--- config.mk ---
export PLATFORM = sky130hd
export DESIGN_NAME = bitpacker_arbiter_flat
export DESIGN_NICKNAME = d
export VERILOG_FILES = /design/src/rtl/bitpacker_arbiter_if.sv /design/src/rtl/bitpacker_arbiter.sv /design/src/flat_wrapper.sv
export SDC_FILE = /design/constraint.sdc
export NUM_CORES = 1
export LEC_CHECK = 0
export ABC_CLOCK_PERIOD_IN_PS = 8650
export CAP_MARGIN = 10
export CORE_AREA = 2 2 112 114
export CTS_CLUSTER_DIAMETER = 120
export DETAILED_ROUTE_END_ITERATION = 12
export DIE_AREA = 0 0 114 116
export GPL_TIMING_DRIVEN = 0
export HOLD_SLACK_MARGIN = 0.08
export PLACE_DENSITY_LB_ADDON = 0.08
export SLEW_MARGIN = 10
export SYNTH_ARGS = -nofsm -noshare
export SYNTH_HDL_FRONTEND = slang
export SYNTH_SLANG_ARGS = --single-unit
--- constraint.sdc ---
create_clock -name clock -period 8.65 [get_ports clock]
set_clock_uncertainty 0.05 [all_clocks]
set_input_delay 2.595 -clock clock [delete_from_list [all_inputs] [get_ports clock]]
set_output_delay 2.595 -clock clock [all_outputs]
set_load 0.02 [all_outputs]
--- src/rtl/bitpacker_arbiter_if.sv ---
// Codeword request bus and packer output bus of bitpacker_arbiter.
// master: the arbiter side; slave: requesters, frame control and packer.
interface bitpacker_arbiter_if;
    logic [2:0]  req_valid;
    logic [95:0] req_data;
    logic [17:0] req_length;
    logic [2:0]  req_last;
    logic [2:0]  req_ready;
    logic        frame_end;
    logic        pk_valid;
    logic [31:0] pk_data;
    logic [5:0]  pk_length;
    logic        frame_done;

    modport master (
        input  req_valid, req_data, req_length, req_last, frame_end,
        output req_ready, pk_valid, pk_data, pk_length, frame_done
    );

    modport slave (
        output req_valid, req_data, req_length, req_last, frame_end,
        input  req_ready, pk_valid, pk_data, pk_length, frame_done
    );
endinterface

--- src/rtl/bitpacker_arbiter.sv ---
// Grants Y/Cb/Cr codeword streams to a bitpacker in MCU order, then pads, appends EOI and
// flushes at frame end. Define JFPJC_ARB_EOI_EN to emit the FFD9 EOI marker.
module bitpacker_arbiter #(
    parameter int unsigned Y_BLOCKS = 4
) (
    input logic                clock,
    input logic                reset,
    bitpacker_arbiter_if.master bus
);

    typedef enum logic [2:0] {StGrant, StPad, StEoi, StFlush, StDone} state_e;

    localparam logic [2:0] LastBlk = 3'(Y_BLOCKS - 1);

    state_e      state_q, state_d;
    logic [1:0]  grant_q, grant_d;
    logic [2:0]  blk_cnt_q, blk_cnt_d;
    logic [4:0]  bit_count_q, bit_count_d;
    logic        flag_q, flag_d;
    logic        pk_valid_q, pk_valid_d;
    logic [31:0] pk_data_q, pk_data_d;
    logic [5:0]  pk_length_q, pk_length_d;
    logic        frame_done_q, frame_done_d;

    logic [31:0] sel_data;
    logic [5:0]  sel_len;
    logic [5:0]  clamp_len;
    logic        sel_last;
    logic        xfer;
    logic [2:0]  pad_n;

    always_comb begin
        sel_data = '0;
        sel_len  = '0;
        sel_last = 1'b0;
        case (grant_q)
            2'd0: begin
                sel_data = bus.req_data[31:0];
                sel_len  = bus.req_length[5:0];
                sel_last = bus.req_last[0];
            end
            2'd1: begin
                sel_data = bus.req_data[63:32];
                sel_len  = bus.req_length[11:6];
                sel_last = bus.req_last[1];
            end
            2'd2: begin
                sel_data = bus.req_data[95:64];
                sel_len  = bus.req_length[17:12];
                sel_last = bus.req_last[2];
            end
            default: ;
        endcase
    end

    assign bus.req_ready = (state_q == StGrant && !reset) ? (3'b001 << grant_q) : 3'b000;
    assign xfer          = |(bus.req_valid & bus.req_ready);
    assign clamp_len     = (sel_len > 6'd32) ? 6'd32 : sel_len;
    // Pad width 8-n, valid only when n = bit_count mod 8 is nonzero.
    assign pad_n         = 3'd0 - bit_count_q[2:0];

    always_comb begin
        state_d      = state_q;
        grant_d      = grant_q;
        blk_cnt_d    = blk_cnt_q;
        bit_count_d  = bit_count_q;
        flag_d       = flag_q | bus.frame_end;
        pk_valid_d   = 1'b0;
        pk_data_d    = '0;
        pk_length_d  = '0;
        frame_done_d = 1'b0;

        case (state_q)
            StGrant: begin
                if (xfer) begin
                    pk_valid_d  = 1'b1;
                    pk_data_d   = sel_data;
                    pk_length_d = clamp_len;
                    bit_count_d = bit_count_q + clamp_len[4:0];
                    if (sel_last) begin
                        case (grant_q)
                            2'd0: begin
                                if (blk_cnt_q == LastBlk) begin
                                    grant_d   = 2'd1;
                                    blk_cnt_d = '0;
                                end else begin
                                    blk_cnt_d = blk_cnt_q + 3'd1;
                                end
                            end
                            2'd1: grant_d = 2'd2;
                            default: begin
                                // MCU boundary: the only point where frame_end is honoured.
                                grant_d = 2'd0;
                                if (flag_d) state_d = StPad;
                            end
                        endcase
                    end
                end
            end
            StPad: begin
                if (bit_count_q[2:0] != 3'd0) begin
                    pk_valid_d  = 1'b1;
                    pk_data_d   = {8'hFF << bit_count_q[2:0], 24'h0};
                    pk_length_d = {3'b000, pad_n};
                    bit_count_d = bit_count_q + {2'b00, pad_n};
                end
`ifdef JFPJC_ARB_EOI_EN
                state_d = StEoi;
`else
                state_d = StFlush;
`endif
            end
`ifdef JFPJC_ARB_EOI_EN
            StEoi: begin
                pk_valid_d  = 1'b1;
                pk_data_d   = 32'hFFD9_0000;
                pk_length_d = 6'd16;
                bit_count_d = bit_count_q + 5'd16;
                state_d     = StFlush;
            end
`endif
            StFlush: begin
                if (bit_count_q != 5'd0) begin
                    pk_valid_d  = 1'b1;
                    pk_length_d = 6'd32 - {1'b0, bit_count_q};
                end
                bit_count_d = '0;
                state_d     = StDone;
            end
            StDone: begin
                frame_done_d = 1'b1;
                flag_d       = 1'b0;
                bit_count_d  = '0;
                blk_cnt_d    = '0;
                grant_d      = 2'd0;
                state_d      = StGrant;
            end
            default: state_d = StGrant;
        endcase
    end

    always_ff @(posedge clock) begin
        if (reset) begin
            state_q      <= StGrant;
            grant_q      <= 2'd0;
            blk_cnt_q    <= '0;
            bit_count_q  <= '0;
            flag_q       <= 1'b0;
            pk_valid_q   <= 1'b0;
            pk_data_q    <= '0;
            pk_length_q  <= '0;
            frame_done_q <= 1'b0;
        end else begin
            state_q      <= state_d;
            grant_q      <= grant_d;
            blk_cnt_q    <= blk_cnt_d;
            bit_count_q  <= bit_count_d;
            flag_q       <= flag_d;
            pk_valid_q   <= pk_valid_d;
            pk_data_q    <= pk_data_d;
            pk_length_q  <= pk_length_d;
            frame_done_q <= frame_done_d;
        end
    end

    assign bus.pk_valid   = pk_valid_q;
    assign bus.pk_data    = pk_data_q;
    assign bus.pk_length  = pk_length_q;
    assign bus.frame_done = frame_done_q;

endmodule

--- src/flat_wrapper.sv ---
// flat-port wrapper written by rule: the top's interface ports become plain ports
module bitpacker_arbiter_flat 
#(
    parameter int unsigned Y_BLOCKS = 4
)
  (clock, reset, bus_req_valid, bus_req_data, bus_req_length, bus_req_last, bus_frame_end, bus_req_ready, bus_pk_valid, bus_pk_data, bus_pk_length, bus_frame_done);
  bitpacker_arbiter_if bus_i ();
  input logic clock;
  input logic reset;
  input wire logic [$bits(bus_i.req_valid)-1:0] bus_req_valid;
  input wire logic [$bits(bus_i.req_data)-1:0] bus_req_data;
  input wire logic [$bits(bus_i.req_length)-1:0] bus_req_length;
  input wire logic [$bits(bus_i.req_last)-1:0] bus_req_last;
  input wire logic [$bits(bus_i.frame_end)-1:0] bus_frame_end;
  output wire logic [$bits(bus_i.req_ready)-1:0] bus_req_ready;
  output wire logic [$bits(bus_i.pk_valid)-1:0] bus_pk_valid;
  output wire logic [$bits(bus_i.pk_data)-1:0] bus_pk_data;
  output wire logic [$bits(bus_i.pk_length)-1:0] bus_pk_length;
  output wire logic [$bits(bus_i.frame_done)-1:0] bus_frame_done;
  assign bus_i.req_valid = bus_req_valid;
  assign bus_i.req_data = bus_req_data;
  assign bus_i.req_length = bus_req_length;
  assign bus_i.req_last = bus_req_last;
  assign bus_i.frame_end = bus_frame_end;
  assign bus_req_ready = bus_i.req_ready;
  assign bus_pk_valid = bus_i.pk_valid;
  assign bus_pk_data = bus_i.pk_data;
  assign bus_pk_length = bus_i.pk_length;
  assign bus_frame_done = bus_i.frame_done;
  bitpacker_arbiter #(.Y_BLOCKS(Y_BLOCKS)) u_core (.clock(clock), .reset(reset), .bus(bus_i));
endmodule
==> metrics.md, run 1 <==
| Metric | Value |
|---|---|
| Status | `complete, no violations` |
| Pre-CTS setup slack | `1.36 ns` |
| Die Area | `0.0132 mm^2` |
| Reg2reg setup slack | `4.93 ns` |
| Total Power | `590 uW` |
| Setup TNS Final | `0 ns` |
| Mapped Area | `0.00296 mm^2` |
| Mux cell area share after synthesis | `0.142` |
| DIE HEIGHT | `116 um` |
| Setup ws final | `1.37 ns` |
| Clk slew on worst S/H paths | `0.07 ns` |
| Number of antenna violations at the first check in global routing | `0` |
| PortBufs | `165` |
| CTS H-tree lvls | `2` |
| Hold Violations, Final | `0` |
| CP arrival | `4.63 ns` |
| Horiz. Die Dim | `114 um` |
| Remaining Overflow, GRT | `0` |
| Pwr dens | `120 mW/mm^2` |
| Core area | `0.0119 mm^2` |
| Synthesis-stage register bit count | `54` |
| Synth Area in Simple Gates | `0.228` |
| Reg-to-reg startpoint | `u_core.grant_q[0]` |
| Tmin final | `7.28 ns` |
| Clock buffer depth | `2` |
| RSZ-0062 raised after global routing | `no` |
| Clock sink total | `54` |
| Effective utilization at floorplan | `0.248` |
| DR vias/cell | `4.57` |
| Via count | `3137` |
| Initial drt markers | `181` |
| Synth warn | `0` |
| Achievable Freq | `137 MHz` |
| Post-cts hold buffer count | `0` |
| Worst Reg-to-Reg Cells | `15` |
| I/O pin total | `166` |
| Critical Path End Type | `primary output` |
| Sequential cell area | `0.00108 mm^2` |
| First-pass GRT wire length | `16100 um` |
| Worst r2r dst | `u_core.bit_count_q[4]` |
| Max VDD drop | `0.0753 mV` |
| Crit Path Class | `in -> out` |
| Crit path capture | `bus_req_ready[2]` |
| Compound-Gate Fraction of Synth Area | `0.149` |
| Vias in the first global route | `3108` |
| Largest net degree at the start of global routing | `17` |
| Syn_nets | `501` |
| Nets | `673` |
| DRC | `0` |
| Leak Pwr | `1.84 nW` |
| CP Launch Point | `reset` |
| Setup bufs post-CTS | `0` |
| Number of nets with antenna violations after routing | `0` |
| Post-synthesis xor/xnor area fraction | `0.00592` |
| Post-CTS sizing | `0` |
| Syn Area/Cell | `8.08 um^2` |
| Fin crit share | `0.841` |
| Cells after synthesis | `366` |
| Drt first pass iters | `4` |
| Endpoints failing setup | `0` |
| Placer Congestion | `0.817` |
| CTS Buf Count | `5` |
| Worst setup SP type | `input pin` |
| Fillcell total | `1232` |
| Type of the worst min-delay path | `reg -> reg` |
| Ant diodes | `0` |
| Main combinational cell family by area after synthesis | `simple AND/OR/NAND/NOR gates` |
| Max Cap Viol | `0` |
| Slew headroom | `0.464` |
| Distinct cells, synth | `45` |
| Routed wire length | `10700 um` |
| Layout area overhead | `66.9%` |
| WL/cell | `15.6 um` |
| HPWL Detailed | `8650 um` |
| Crit path max fanout | `10` |
| Max-slew violation count | `0` |
| Total global-route track usage | `0.159` |
| CTS tree | `built` |
| Adder-cell share of the synthesized area | `0.0533` |
| Worst EP required | `6.01 ns` |
| Slew @ Worst Pin | `0.802 ns` |
| Multi-input gate area | `0.00171 mm^2` |
| Root Driver | `clkbuf_16` |
| Row count | `40` |
| Worst-Skew Late Latency | `0.30 ns` |
| Fraction of layout cells with a size suffix above 1 | `0.0482` |
| Register area share after synthesis | `0.365` |
==> sequential cells by signal, indices dropped and copies added (netlist names) <==
signal                 count
u_core.bit_count_q         5
u_core.blk_cnt_q           3
u_core.bus.frame_done      1
u_core.bus.pk_data        32
u_core.bus.pk_length       6
u_core.bus.pk_valid        1
u_core.flag_q              1
u_core.grant_q             2
u_core.state_q             3
==> how the worst min path moves through the flow <==
stage	endpoint	cells past startpoint	start
3_3_place_gp	u_core.blk_cnt_q[2]	2	u_core.blk_cnt_q[2]
3_5_place_dp	u_core.blk_cnt_q[2]	2	u_core.blk_cnt_q[2]
5_1_grt	u_core.blk_cnt_q[2]	2	u_core.blk_cnt_q[2]
2_1_floorplan	u_core.blk_cnt_q[2]	2	u_core.blk_cnt_q[2]
6_report	u_core.blk_cnt_q[2]	2	u_core.blk_cnt_q[2]
4_1_cts	u_core.blk_cnt_q[2]	2	u_core.blk_cnt_q[2]
==> cell families after synthesis <==
group                    Yosys count
AND/OR/NAND/NOR                  146
AO/OA/AOI/OAI                     74
XOR/XNOR                           2
multiplexers                      42
buffers and inverters             36
flip-flops                        54
adder cells (fa/ha/maj)           12
==> per-layer routing <==
metal | wire, um | part of all wire | vias up | GRT usage
li1 | - | - | 1604 | -
met1 | 4510 | 0.42 | 1413 | 0.186
met2 | 5160 | 0.48 | 109 | 0.278
met3 | 861 | 0.080 | 11 | 0.0513
met4 | 197 | 0.018 | 0 | 0.0480
met5 | 0 | 0 | - | 0
==> cells in the mapped netlist, drive strengths merged <==
library cell / instances / area share
a22oi: 4 / 0.010
a21oi: 46 / 0.078
a21o: 2 / 0.0051
inv: 12 / 0.015
o31a: 1 / 0.0030
dfxtp: 54 / 0.37
fa: 1 / 0.0068
nand4b: 1 / 0.0030
o32a: 2 / 0.0068
and2: 4 / 0.0085
nor4: 4 / 0.0085
o21a: 1 / 0.0025
or3b: 1 / 0.0030
o2bb2ai: 3 / 0.011
xnor2: 2 / 0.0059
nor2: 86 / 0.11
a311o: 1 / 0.0034
ha: 11 / 0.047
or3: 2 / 0.0042
and4: 1 / 0.0030
clkbuf: 11 / 0.014
a211oi: 2 / 0.0051
and3b: 1 / 0.0030
mux2i: 42 / 0.14
a32oi: 1 / 0.0030
nor3: 4 / 0.0085
or4: 2 / 0.0063
buf: 13 / 0.027
o31ai: 1 / 0.0025
nand4: 1 / 0.0021
nand3: 4 / 0.0068
nand3b: 3 / 0.0076
nor3b: 2 / 0.0051
nand2: 17 / 0.022
or2: 4 / 0.0085
nor2b: 2 / 0.0051
o21ai: 9 / 0.015
o221a: 1 / 0.0038
nand2b: 7 / 0.015
==> critical path: stages <==
cell	delay, ns
clkdlybuf4s50_1	0.45
clkbuf_1	0.27
nor4_1	0.48
and2_1	0.20
clkdlybuf4s50_1	0.62
==> stage by stage <==
stage | hold WS [ns] | area, um^2 | cells | util
4_1_cts | 0.385 | 4940 | 686 | 0.414
3_5_place_dp | 0.373 | 4790 | 678 | 0.403
3_3_place_gp | 0.369 | 4790 | 678 | 0.403
5_1_grt | 0.413 | 4940 | 686 | 0.414
6_report | 0.386 | 4940 | 686 | 0.414
2_1_floorplan | 0.360 | 2960 | 366 | -
==> cell type report <==
class                      instances  share of cell area
clock buffer                       6              0.0261
timing repair buffer             165               0.335
multi-input combinational        276               0.347
tap                              147              0.0373
clock inverter                     2             0.00279
buffer                            24              0.0243
sequential                        54               0.219
inverter                          12             0.00912
==> placed cells by master, fill, tap and decap left out, drive strengths merged, types with 4 or more instances in the layout <==
cell type / instances
clkdlybuf4s50: 165
nand2: 17
ha: 11
dfxtp: 54
and2: 4
mux2i: 42
o21ai: 9
inv: 12
nand2b: 7
clkbuf: 17
or2: 4
nor4: 4
a22oi: 4
nand3: 4
nor2: 86
a21oi: 46
buf: 13
nor3: 4
==> power by group <==
part | leakage (nW) | internal (mW) | total, mW | switching (mW)
Clock | 0.0708 | 0.108 | 0.206 | 0.0983
Sequential | 0.441 | 0.256 | 0.260 | 0.00344
Combinational | 1.33 | 0.0777 | 0.124 | 0.0466
Total | 1.84 | 0.442 | 0.590 | 0.148
Note: power is estimated with default switching activity, not from simulation.
==> run 2: changes to the inputs <==
--- a/config.mk
+++ b/config.mk
@@ -5,7 +5,7 @@
 export SDC_FILE = /design/constraint.sdc
 export NUM_CORES = 1
 export LEC_CHECK = 0
-export ABC_CLOCK_PERIOD_IN_PS = 8650
+export ABC_CLOCK_PERIOD_IN_PS = 7300
 export CAP_MARGIN = 10
 export CORE_AREA = 2 2 112 114
 export CTS_CLUSTER_DIAMETER = 120
==> constraint.sdc (replaced) <==
create_clock -name clock -period 7.3 [get_ports clock]
set_clock_uncertainty 0.05 [all_clocks]
set_input_delay 2.19 -clock clock [delete_from_list [all_inputs] [get_ports clock]]
set_output_delay 2.19 -clock clock [all_outputs]
set_load 0.02 [all_outputs]
==> results of run 2 <==
The final DEF is identical to that of run 1. Status: complete, no violations.
Main changes from that run: setup slack after placement 1.36 ns -> 0.816 ns; setup slack after layout 1.37 ns -> 0.833 ns; register-to-register setup slack 4.93 ns -> 3.58 ns; total power 0.590 mW -> 0.699 mW; worst IR drop on VDD 0.0753 mV -> 0.0892 mV
==> run 3: changes to the inputs <==
==> constraint.sdc (replaced) <==
create_clock -name clock -period 7.3 [get_ports clock]
set_clock_uncertainty 0.05 [all_clocks]
set_input_delay 2.19 -clock clock [delete_from_list [all_inputs] [get_ports clock]]
set_output_delay 2.19 -clock clock [all_outputs]
set_load 0.1 [all_outputs]
==> results of run 3 <==
The final DEF is identical to that of run 1. Status: complete, no violations.
Main changes from that run: setup slack after placement 1.36 ns -> 0.286 ns; setup slack after layout 1.37 ns -> 0.302 ns; register-to-register setup slack 4.93 ns -> 3.58 ns; total power 0.590 mW -> 0.745 mW; worst IR drop on VDD 0.0753 mV -> 0.0905 mV
